--- src/rtl/spi_reg_slave.sv ---
// -----------------------------------------------------------------------------
// spi_reg_slave
//
// Write-only SPI (mode 0) peripheral holding five 8-bit configuration
// registers. The SPI pins are asynchronous to clk. Each pin is brought in
// through a synchronizer chain. The frame is decoded entirely in the clk domain.
//
// Frame (16 bits, MSB first): [15] R/W (1 = write), [14:8] address, [7:0] data.
// A write is committed when nCS rises. The frame must have exactly 16 bits,
// R/W must be 1 and the address must be <= MAX_ADDR.
//
// Ports
//   clk              system clock, all state changes on its rising edge
//   rst_n            synchronous active-low reset
//   sclk_in          SPI clock (async, mode 0)
//   copi_in          SPI data in (async)
//   ncs_in           SPI chip select (async, active-low)
//   en_reg_out_7_0   register 0x00
//   en_reg_out_15_8  register 0x01
//   en_reg_pwm_7_0   register 0x02
//   en_reg_pwm_15_8  register 0x03
//   pwm_duty_cycle   register 0x04
//   txn_done         one-cycle pulse: a write was committed
//   frame_err        one-cycle pulse: a frame with a bit count other than 16
//                    was discarded
// -----------------------------------------------------------------------------
module spi_reg_slave #(
  parameter int         SYNC_STAGES = 2,
  parameter logic [6:0] MAX_ADDR    = 7'h04
) (
  input  logic       clk,
  input  logic       rst_n,
  input  logic       sclk_in,
  input  logic       copi_in,
  input  logic       ncs_in,
  output logic [7:0] en_reg_out_7_0,
  output logic [7:0] en_reg_out_15_8,
  output logic [7:0] en_reg_pwm_7_0,
  output logic [7:0] en_reg_pwm_15_8,
  output logic [7:0] pwm_duty_cycle,
  output logic       txn_done,
  output logic       frame_err
);

  localparam int         NUM_REGS  = 5;
  localparam logic [2:0] FILL_DONE = 3'(SYNC_STAGES + 1);

  typedef enum logic [1:0] {
    ST_IDLE   = 2'd0,
    ST_SHIFT  = 2'd1,
    ST_COMMIT = 2'd2
  } state_t;

  // ---------------------------------------------------------------------------
  // Input synchronizers. Bits [SYNC_STAGES-1:0] form the synchronizer.
  // Bit [SYNC_STAGES] is the history flop used for edge detection.
  // ---------------------------------------------------------------------------
  logic [SYNC_STAGES:0] sclk_pipe_q, sclk_pipe_d;
  logic [SYNC_STAGES:0] copi_pipe_q, copi_pipe_d;
  logic [SYNC_STAGES:0] ncs_pipe_q,  ncs_pipe_d;

  always_comb begin
    sclk_pipe_d = {sclk_pipe_q[SYNC_STAGES-1:0], sclk_in};
    copi_pipe_d = {copi_pipe_q[SYNC_STAGES-1:0], copi_in};
    ncs_pipe_d  = {ncs_pipe_q[SYNC_STAGES-1:0],  ncs_in};
  end

  logic sclk_sync, sclk_hist;
  logic copi_hist;
  logic ncs_sync,  ncs_hist;

  assign sclk_sync = sclk_pipe_q[SYNC_STAGES-1];
  assign sclk_hist = sclk_pipe_q[SYNC_STAGES];
  assign ncs_sync  = ncs_pipe_q[SYNC_STAGES-1];
  assign ncs_hist  = ncs_pipe_q[SYNC_STAGES];
  // COPI is taken from the history flop. The history flop is aligned with
  // sclk_hist, which is still low when a rising edge is seen. The bit
  // captured is therefore the one set up before the SCLK edge.
  assign copi_hist = copi_pipe_q[SYNC_STAGES];

  // ---------------------------------------------------------------------------
  // Arming. After reset the nCS chain is preset high. If the raw pin is
  // actually low, a false falling edge would appear once real samples reach
  // the end of the chain. Falling edges are therefore only accepted after
  // two conditions hold. First, the chain has been refilled with real
  // samples. Second, nCS has been seen high.
  // ---------------------------------------------------------------------------
  logic [2:0] fill_q, fill_d;
  logic       armed_q, armed_d;
  logic       fill_done;

  assign fill_done = (fill_q == FILL_DONE);

  always_comb begin
    fill_d  = fill_done ? fill_q : fill_q + 3'd1;
    armed_d = armed_q | (fill_done & ncs_sync & ncs_hist);
  end

  logic sclk_rise, ncs_fall, ncs_rise;

  assign sclk_rise = sclk_sync & ~sclk_hist;
  assign ncs_fall  = armed_q & ncs_hist & ~ncs_sync;
  assign ncs_rise  = ncs_sync & ~ncs_hist;

  // ---------------------------------------------------------------------------
  // Frame state machine
  // ---------------------------------------------------------------------------
  state_t      state_q, state_d;
  logic [4:0]  cnt_q, cnt_d;
  logic [15:0] shreg_q, shreg_d;
  logic        pend_q, pend_d;     // nCS falling edge seen during COMMIT
  logic        txn_done_q, txn_done_d;
  logic        frame_err_q, frame_err_d;
  logic        wr_en;

  always_comb begin
    state_d     = state_q;
    cnt_d       = cnt_q;
    shreg_d     = shreg_q;
    pend_d      = pend_q;
    txn_done_d  = 1'b0;
    frame_err_d = 1'b0;
    wr_en       = 1'b0;

    case (state_q)
      ST_IDLE: begin
        pend_d = 1'b0;
        // A pending edge is honoured only if nCS is still low.
        if (ncs_fall || (pend_q && !ncs_sync)) begin
          state_d = ST_SHIFT;
          cnt_d   = 5'd0;
          shreg_d = 16'h0000;
        end
      end

      ST_SHIFT: begin
        if (ncs_rise) begin
          state_d = ST_COMMIT;
          if (cnt_q != 5'd16) begin
            frame_err_d = 1'b1;
          end else if (shreg_q[15] && (shreg_q[14:8] <= MAX_ADDR)) begin
            wr_en      = 1'b1;
            txn_done_d = 1'b1;
          end
          // A read frame, or a write beyond MAX_ADDR, is dropped silently.
        end else if (ncs_fall) begin
          // Only reachable if a rise was missed. Restart cleanly.
          cnt_d   = 5'd0;
          shreg_d = 16'h0000;
        end else if (sclk_rise && !ncs_sync) begin
          shreg_d = {shreg_q[14:0], copi_hist};
          if (cnt_q != 5'd17) begin
            cnt_d = cnt_q + 5'd1;
          end
        end
      end

      ST_COMMIT: begin
        state_d = ST_IDLE;
        if (ncs_fall) begin
          pend_d = 1'b1;
        end
      end

      default: begin
        state_d = ST_IDLE;
      end
    endcase
  end

  // ---------------------------------------------------------------------------
  // Register file. A register changes only on the committing clock edge.
  // ---------------------------------------------------------------------------
  logic [7:0] regs_q [NUM_REGS];
  logic [7:0] regs_d [NUM_REGS];

  always_comb begin
    for (int i = 0; i < NUM_REGS; i++) begin
      regs_d[i] = regs_q[i];
      if (wr_en && (shreg_q[14:8] == 7'(i))) begin
        regs_d[i] = shreg_q[7:0];
      end
    end
  end

  // ---------------------------------------------------------------------------
  // State register
  // ---------------------------------------------------------------------------
  always_ff @(posedge clk) begin
    if (!rst_n) begin
      sclk_pipe_q <= '0;
      copi_pipe_q <= '0;
      ncs_pipe_q  <= '1;
      fill_q      <= 3'd0;
      armed_q     <= 1'b0;
      state_q     <= ST_IDLE;
      cnt_q       <= 5'd0;
      shreg_q     <= 16'h0000;
      pend_q      <= 1'b0;
      txn_done_q  <= 1'b0;
      frame_err_q <= 1'b0;
      for (int i = 0; i < NUM_REGS; i++) begin
        regs_q[i] <= 8'h00;
      end
    end else begin
      sclk_pipe_q <= sclk_pipe_d;
      copi_pipe_q <= copi_pipe_d;
      ncs_pipe_q  <= ncs_pipe_d;
      fill_q      <= fill_d;
      armed_q     <= armed_d;
      state_q     <= state_d;
      cnt_q       <= cnt_d;
      shreg_q     <= shreg_d;
      pend_q      <= pend_d;
      txn_done_q  <= txn_done_d;
      frame_err_q <= frame_err_d;
      for (int i = 0; i < NUM_REGS; i++) begin
        regs_q[i] <= regs_d[i];
      end
    end
  end

  assign en_reg_out_7_0  = regs_q[0];
  assign en_reg_out_15_8 = regs_q[1];
  assign en_reg_pwm_7_0  = regs_q[2];
  assign en_reg_pwm_15_8 = regs_q[3];
  assign pwm_duty_cycle  = regs_q[4];
  assign txn_done        = txn_done_q;
  assign frame_err       = frame_err_q;

endmodule

--- config.mk ---
export PLATFORM = sky130hd
export DESIGN_NAME = spi_reg_slave
export DESIGN_NICKNAME = d
export VERILOG_FILES = /design/src/rtl/spi_reg_slave.sv
export SDC_FILE = /design/constraint.sdc
export NUM_CORES = 1
export LEC_CHECK = 0
export CORE_ASPECT_RATIO = 0.5
export CORE_MARGIN = 2
export CORE_UTILIZATION = 50
export CTS_BUF_LIST = sky130_fd_sc_hd__clkbuf_8
export CTS_CLUSTER_DIAMETER = 200
export DETAILED_ROUTE_END_ITERATION = 8
export GPL_TIMING_DRIVEN = 0
export PLACE_DENSITY = 0.85
export SLEW_MARGIN = 30
export SYNTH_ARGS = -nofsm -noshare
export SYNTH_HDL_FRONTEND = slang
export SYNTH_SLANG_ARGS = --single-unit
--- constraint.sdc ---
create_clock -name clk -period 1.5 [get_ports clk]
set_clock_uncertainty 0.1 [all_clocks]
set_input_delay 0.375 -clock clk [delete_from_list [all_inputs] [get_ports clk]]
set_output_delay 0.375 -clock clk [all_outputs]
set_load 0.02 [all_outputs]
After elaboration in Yosys (flattened, before gate mapping)
Memories as Yosys holds them, arrays and structs flattened.
Index checks and enable logic that the tools add are counted.
Widths: inputs -> output; s select.
{ "classes": {"order_cmp": 1, "n_div": 0, "mul": 0, "mux": 33, "n_eq_ne": 15, "addsub": 2, "n_reduce_logical": 19, "bitwise": 15, "shifts": 0} }
{ "op_table": {"columns": ["op", "n"], "rows": [
  ["$mux 8", 10],
  ["$mux 16", 4],
  ["$pmux 16 s2", 1],
  ["$mux 5", 5],
  ["$eq 7x2->1 const B", 2],
  ["$ne 5x5->1 const B", 2],
  ["$pmux 5 s2", 1],
  ["$logic_and 1x1->1", 8],
  ["$mux 1", 8],
  ["$ne 2x2->1 const B", 4],
  ["$eq 7x1->1 const B", 1],
  ["$eq 7x3->1 const B", 1],
  ["$le 7x3->1 const B", 1],
  ["$logic_not 7->1", 1],
  ["$and 1x1->1", 6],
  ["$ne 3x3->1 const B", 2],
  ["$or 1x1->1", 6],
  ["$add 5x1->5 const B", 1],
  ["$reduce_and 5->1", 1],
  ["$mux 2", 2],
  ["$pmux 2 s2", 1],
  ["$reduce_and 2->1", 2],
  ["$reduce_and 4->1", 1],
  ["$reduce_bool 2->1", 2],
  ["other kinds (10)", 12]
]} }
{ "word_totals": {"latch_bits": 0, "n_memories": 1, "mem_bits_ro": 0, "regBits": 39, "elab_cells": 97, "out_inout_bits": 42, "mem_bits_rw": 40, "input_bits": 5} }
{ "memory_table": {"columns": ["name", "words", "width", "read_ports", "rd_clocked_by_memory_dff", "wr", "line", "source"], "rows": [
  ["regs_q", 5, 8, 5, 0, 5, "174", "logic [7:0] regs_q [NUM_REGS];"]
]} }

Logic depth before layout (Yosys ltp)
{ "depth": {"depth_word": 9, "ltp_mapped": 7, "mapped_depth_nobuf": 6} }

Worst setup path before layout
Ideal clock, no wire load.
{ "synth_path": {"path_type": "flip-flop to flip-flop", "start": "register cnt_q[0]", "end": "memory regs_q[3][0], in the netlist regs_q[0][24]", "synth_period_minus_slack_ps": 1658, "required_ps": 1328, "path_stages_with_launch": 7, "path_buffers": 0, "setup_slack_ps": -158, "setup_time_ps": 72, "arrival_time_ps": 1487, "path_cell_list": "dfxtp_1 -> inv_1 -> ha_1 -> and4bb_2 -> nand4_4 -> nor2_2 -> mux2i_1"} }
{ "synth_lines": {"columns": ["item", "line", "source"], "rows": [
  ["start, declared", "109", "logic [4:0] cnt_q, cnt_d;"],
  ["start signal, assigned", "212", "cnt_q <= cnt_d;"],
  ["end, declared", "174", null]
]} }

==> run summary <==
outcome -> finished, violations left
antenna cells -> 0
Setup violations, final -> 59
Synth cell types -> 41
CTS sink count -> 79
Total Power -> 4.19 mW
All-Layer GR Usage -> 0.243
drt first pass iters -> 4
CTS tree -> done
gate count of the mapped netlist -> 306
drt drc -> 0
Fillers -> 401
Worst-path clk slew -> 0.08 ns
Max transition margin -> 0.636
IO Pins -> 47
Routed Antenna Nets -> 0
VDD IR max -> 0.692 mV
failing checks -> setup timing
flop2flop setup slack -> -0.31 ns
TNS Setup -> -10.60 ns
TritonCTS Buffers -> 9
setup slack at placement -> -0.751 ns
Mean Syn Cell Area -> 10.1 um^2
vias post-DR -> 2,529
FP Rows -> 20
arrival time worst endpoint -> 1.99 ns
area delta synth->final -> 35.1%
CP endpoint kind -> register
fin util -> 0.695
FF+latch count, synth -> 79
Max-cap violations -> 0
worst r2r src -> cnt_q[0]
global route overflow -> 0
RR Endpoint -> regs_q[0][22]
Skew-Pair Late Insertion Delay -> 0.35 ns
Highest Clock Rate -> 553 MHz
sequential area share after synthesis -> 0.510
worst-path fanout max -> 8
Clock Path Buffers -> 2
syn_nets -> 316
first-pass GRT wire length -> 12.7 mm
die area -> 0.00688 mm^2
Req. time, crit path -> 1.68 ns
hold path depth -> 1
antenna violations before repair -> 0
Mapped Area -> 0.00310 mm^2
Finished Layout Cells -> 474
hold_sp -> ncs_pipe_q[0]
Crit Path Category -> reg -> reg
dpl hpwl -> 4.73 mm
largest net degree at the start of global routing -> 14
crit start category -> register
Die Width -> 115 um
overall routed net length -> 8.20 mm
number of vias per cell -> 5.34
hold endpoint -> ncs_pipe_q[1]
initial core utilization -> 0.514
Avg WL per Cell -> 17.3 um
Period minus WS final -> 1.81 ns
Vert. Die Dim -> 59.7 um
final worst slack -> -0.309 ns
hold crit path type -> reg -> reg
pwr dens -> 1000 mW/mm^2
Std-Cell Core Area -> 0.00603 mm^2
worst r2r path cells -> 7
routability cong. -> 0.897
slew of the pin with the lowest slew margin -> 0.546 ns
NumNets Final -> 391
RSZ-0062 raised after global routing -> yes
number of global-route vias before repair -> 2,693
Final Max Slew Viols -> 0
share of the clock period used by the worst path -> 1.21
clock root cell -> clkbuf_8
count of hold-fix buffers inserted at cts -> 0
1st-iter DRT viols -> 152
final number of hold-violating endpoints -> 0
layout cells sized above 1 -> 0.311
placed insts -> 440
LEAKAGE -> 1.59 nW
H-tree depth -> 3
IO buf count -> 46
warnings from Yosys -> 0
## sequential cells by signal, indices dropped and copies added, names as in the netlist
name,flops
state_q,2
shreg_q,16
txn_done,1
frame_err,1
cnt_q,5
regs_q,40
ncs_pipe_q,3
fill_q,3
armed_q,1
sclk_pipe_q,3
copi_pipe_q,3
pend_q,1
## critical path: stages (launching register included)
cell and delay [ns]:
dfxtp_4 0.37, inv_4 0.06, ha_4 0.11, and4bb_2 0.28, nand4_4 0.16, nor3b_2 0.25, buf_6 0.18, mux2i_2 0.21
## power breakdown
part / total, mW / internal, mW / leakage, nW / switching (mW)
Sequential: 2.14 / 2.12 / 0.640 / 0.0215
Clock: 1.87 / 1.10 / 0.122 / 0.771
Combinational: 0.179 / 0.0766 / 0.824 / 0.102
Total: 4.19 / 3.29 / 1.59 / 0.895
## cells in the mapped netlist, drive strengths merged
library cell | count | area [um^2]
dfxtp | 79 | 1580
nand2 | 62 | 233
mux2i | 57 | 571
nand3 | 20 | 105
clkbuf | 11 | 41.3
nor2 | 10 | 40.0
and2 | 8 | 50.1
buf | 7 | 56.3
ha | 5 | 62.6
inv | 5 | 18.8
nand2b | 4 | 25.0
nor3b | 4 | 30.0
a21oi | 3 | 15.0
nand4 | 3 | 33.8
a21boi | 2 | 15.0
a31oi | 2 | 12.5
and4 | 2 | 17.5
and4bb | 2 | 25.0
nor2b | 2 | 12.5
nor3 | 2 | 21.3
o21ai | 2 | 10.0
o221ai | 2 | 17.5
o32ai | 2 | 25.0
a211oi | 1 | 7.51
and3 | 1 | 6.26
and3b | 1 | 8.76
nand3b | 1 | 7.51
nand4b | 1 | 8.76
o22ai | 1 | 6.26
o31a | 1 | 8.76
or4 | 1 | 7.51
or4bb | 1 | 11.3
xor2 | 1 | 8.76
## area by class of cell
type	instances	area, um^2	area share
flip-flops and latches	79	1600	0.381
multi-input cells	204	1560	0.372
well taps	88	110	0.0263
plain buffers	18	134	0.0320
repair buffers	64	531	0.127
clock inverters	7	114	0.0272
inverters	5	21.3	0.00508
clock buffers	9	124	0.0296
## how the worst max path moves through the flow
stage | end | slack, ns | from
6_report | regs_q[0][22] | -0.31 | cnt_q[0]
5_1_grt | regs_q[0][22] | -0.38 | cnt_q[0]
4_1_cts | regs_q[0][16] | -0.26 | cnt_q[1]
3_5_place_dp | cnt_q[1] | -0.75 | rst_n
3_3_place_gp | cnt_q[1] | -0.66 | rst_n
2_1_floorplan | regs_q[0][16] | -0.14 | cnt_q[0]
## metrics by stage
step	area, um^2	hold slack, ns
2_1_floorplan	3150	0.286
3_3_place_gp	3720	0.294
3_5_place_dp	3720	0.310
4_1_cts	4210	0.328
5_1_grt	4190	0.332
6_report	4190	0.319
## layout by cell type (no fill, tap or decap), types with 2 or more instances in the layout
cell / netlist / layout
ha_4: 0 / 2
nand3_2: 1 / 2
o221ai_1: 2 / 2
nand3_1: 19 / 17
a21boi_2: 0 / 2
buf_4: 2 / 10
clkdlybuf4s50_1: 0 / 3
clkbuf_1: 11 / 2
nor2_4: 0 / 2
ha_1: 5 / 3
clkbuf_8: 0 / 9
clkbuf_2: 0 / 34
nand4_1: 2 / 2
nor3b_2: 0 / 3
a21oi_1: 3 / 2
clkdlybuf4s15_2: 0 / 9
and4bb_2: 2 / 2
dlygate4sd2_1: 0 / 2
and2_1: 8 / 8
inv_1: 5 / 4
nor2_1: 9 / 8
inv_2: 0 / 2
buf_12: 0 / 3
mux2i_1: 57 / 56
nand2_1: 62 / 61
buf_6: 1 / 10
o21ai_0: 2 / 2
dfxtp_2: 0 / 2
clkdlybuf4s15_1: 0 / 5
dfxtp_4: 0 / 3
nand2b_1: 4 / 3
buf_2: 3 / 3
dfxtp_1: 79 / 74
bufinv_16: 0 / 3
## kinds of logic after synthesis
| kind of cell | synth area share |
|---|---|
| DFF | 0.510 |
| adders and majority gates | 0.0202 |
| buffers and inverters | 0.0375 |
| and+or+nand+nor | 0.207 |
| AOI/OAI and AO/OA | 0.0379 |
| xor gates and xnor gates | 0.00283 |
| muxes | 0.184 |
## per-layer routing
metal | wire length [um] | part of all wire | GRT usage | vias up
met5 | 0 | 0 | 0 | -
met4 | 159 | 0.019 | 0.107 | 0
met3 | 508 | 0.062 | 0.0801 | 21
met2 | 4110 | 0.50 | 0.421 | 83
met1 | 3420 | 0.42 | 0.281 | 1225
li1 | - | - | - | 1200
## repair_timing
action                                 in CTS  in global routing
endpoints found under the hold margin       0                  0
setup endpoints to repair                 112                 92
resized for setup                         130                 46
cloned                                      0                  1
buffers inserted                           13                  4
pin swaps                                  13                  6
No activity file was read; power rests on OpenSTA's default activity.
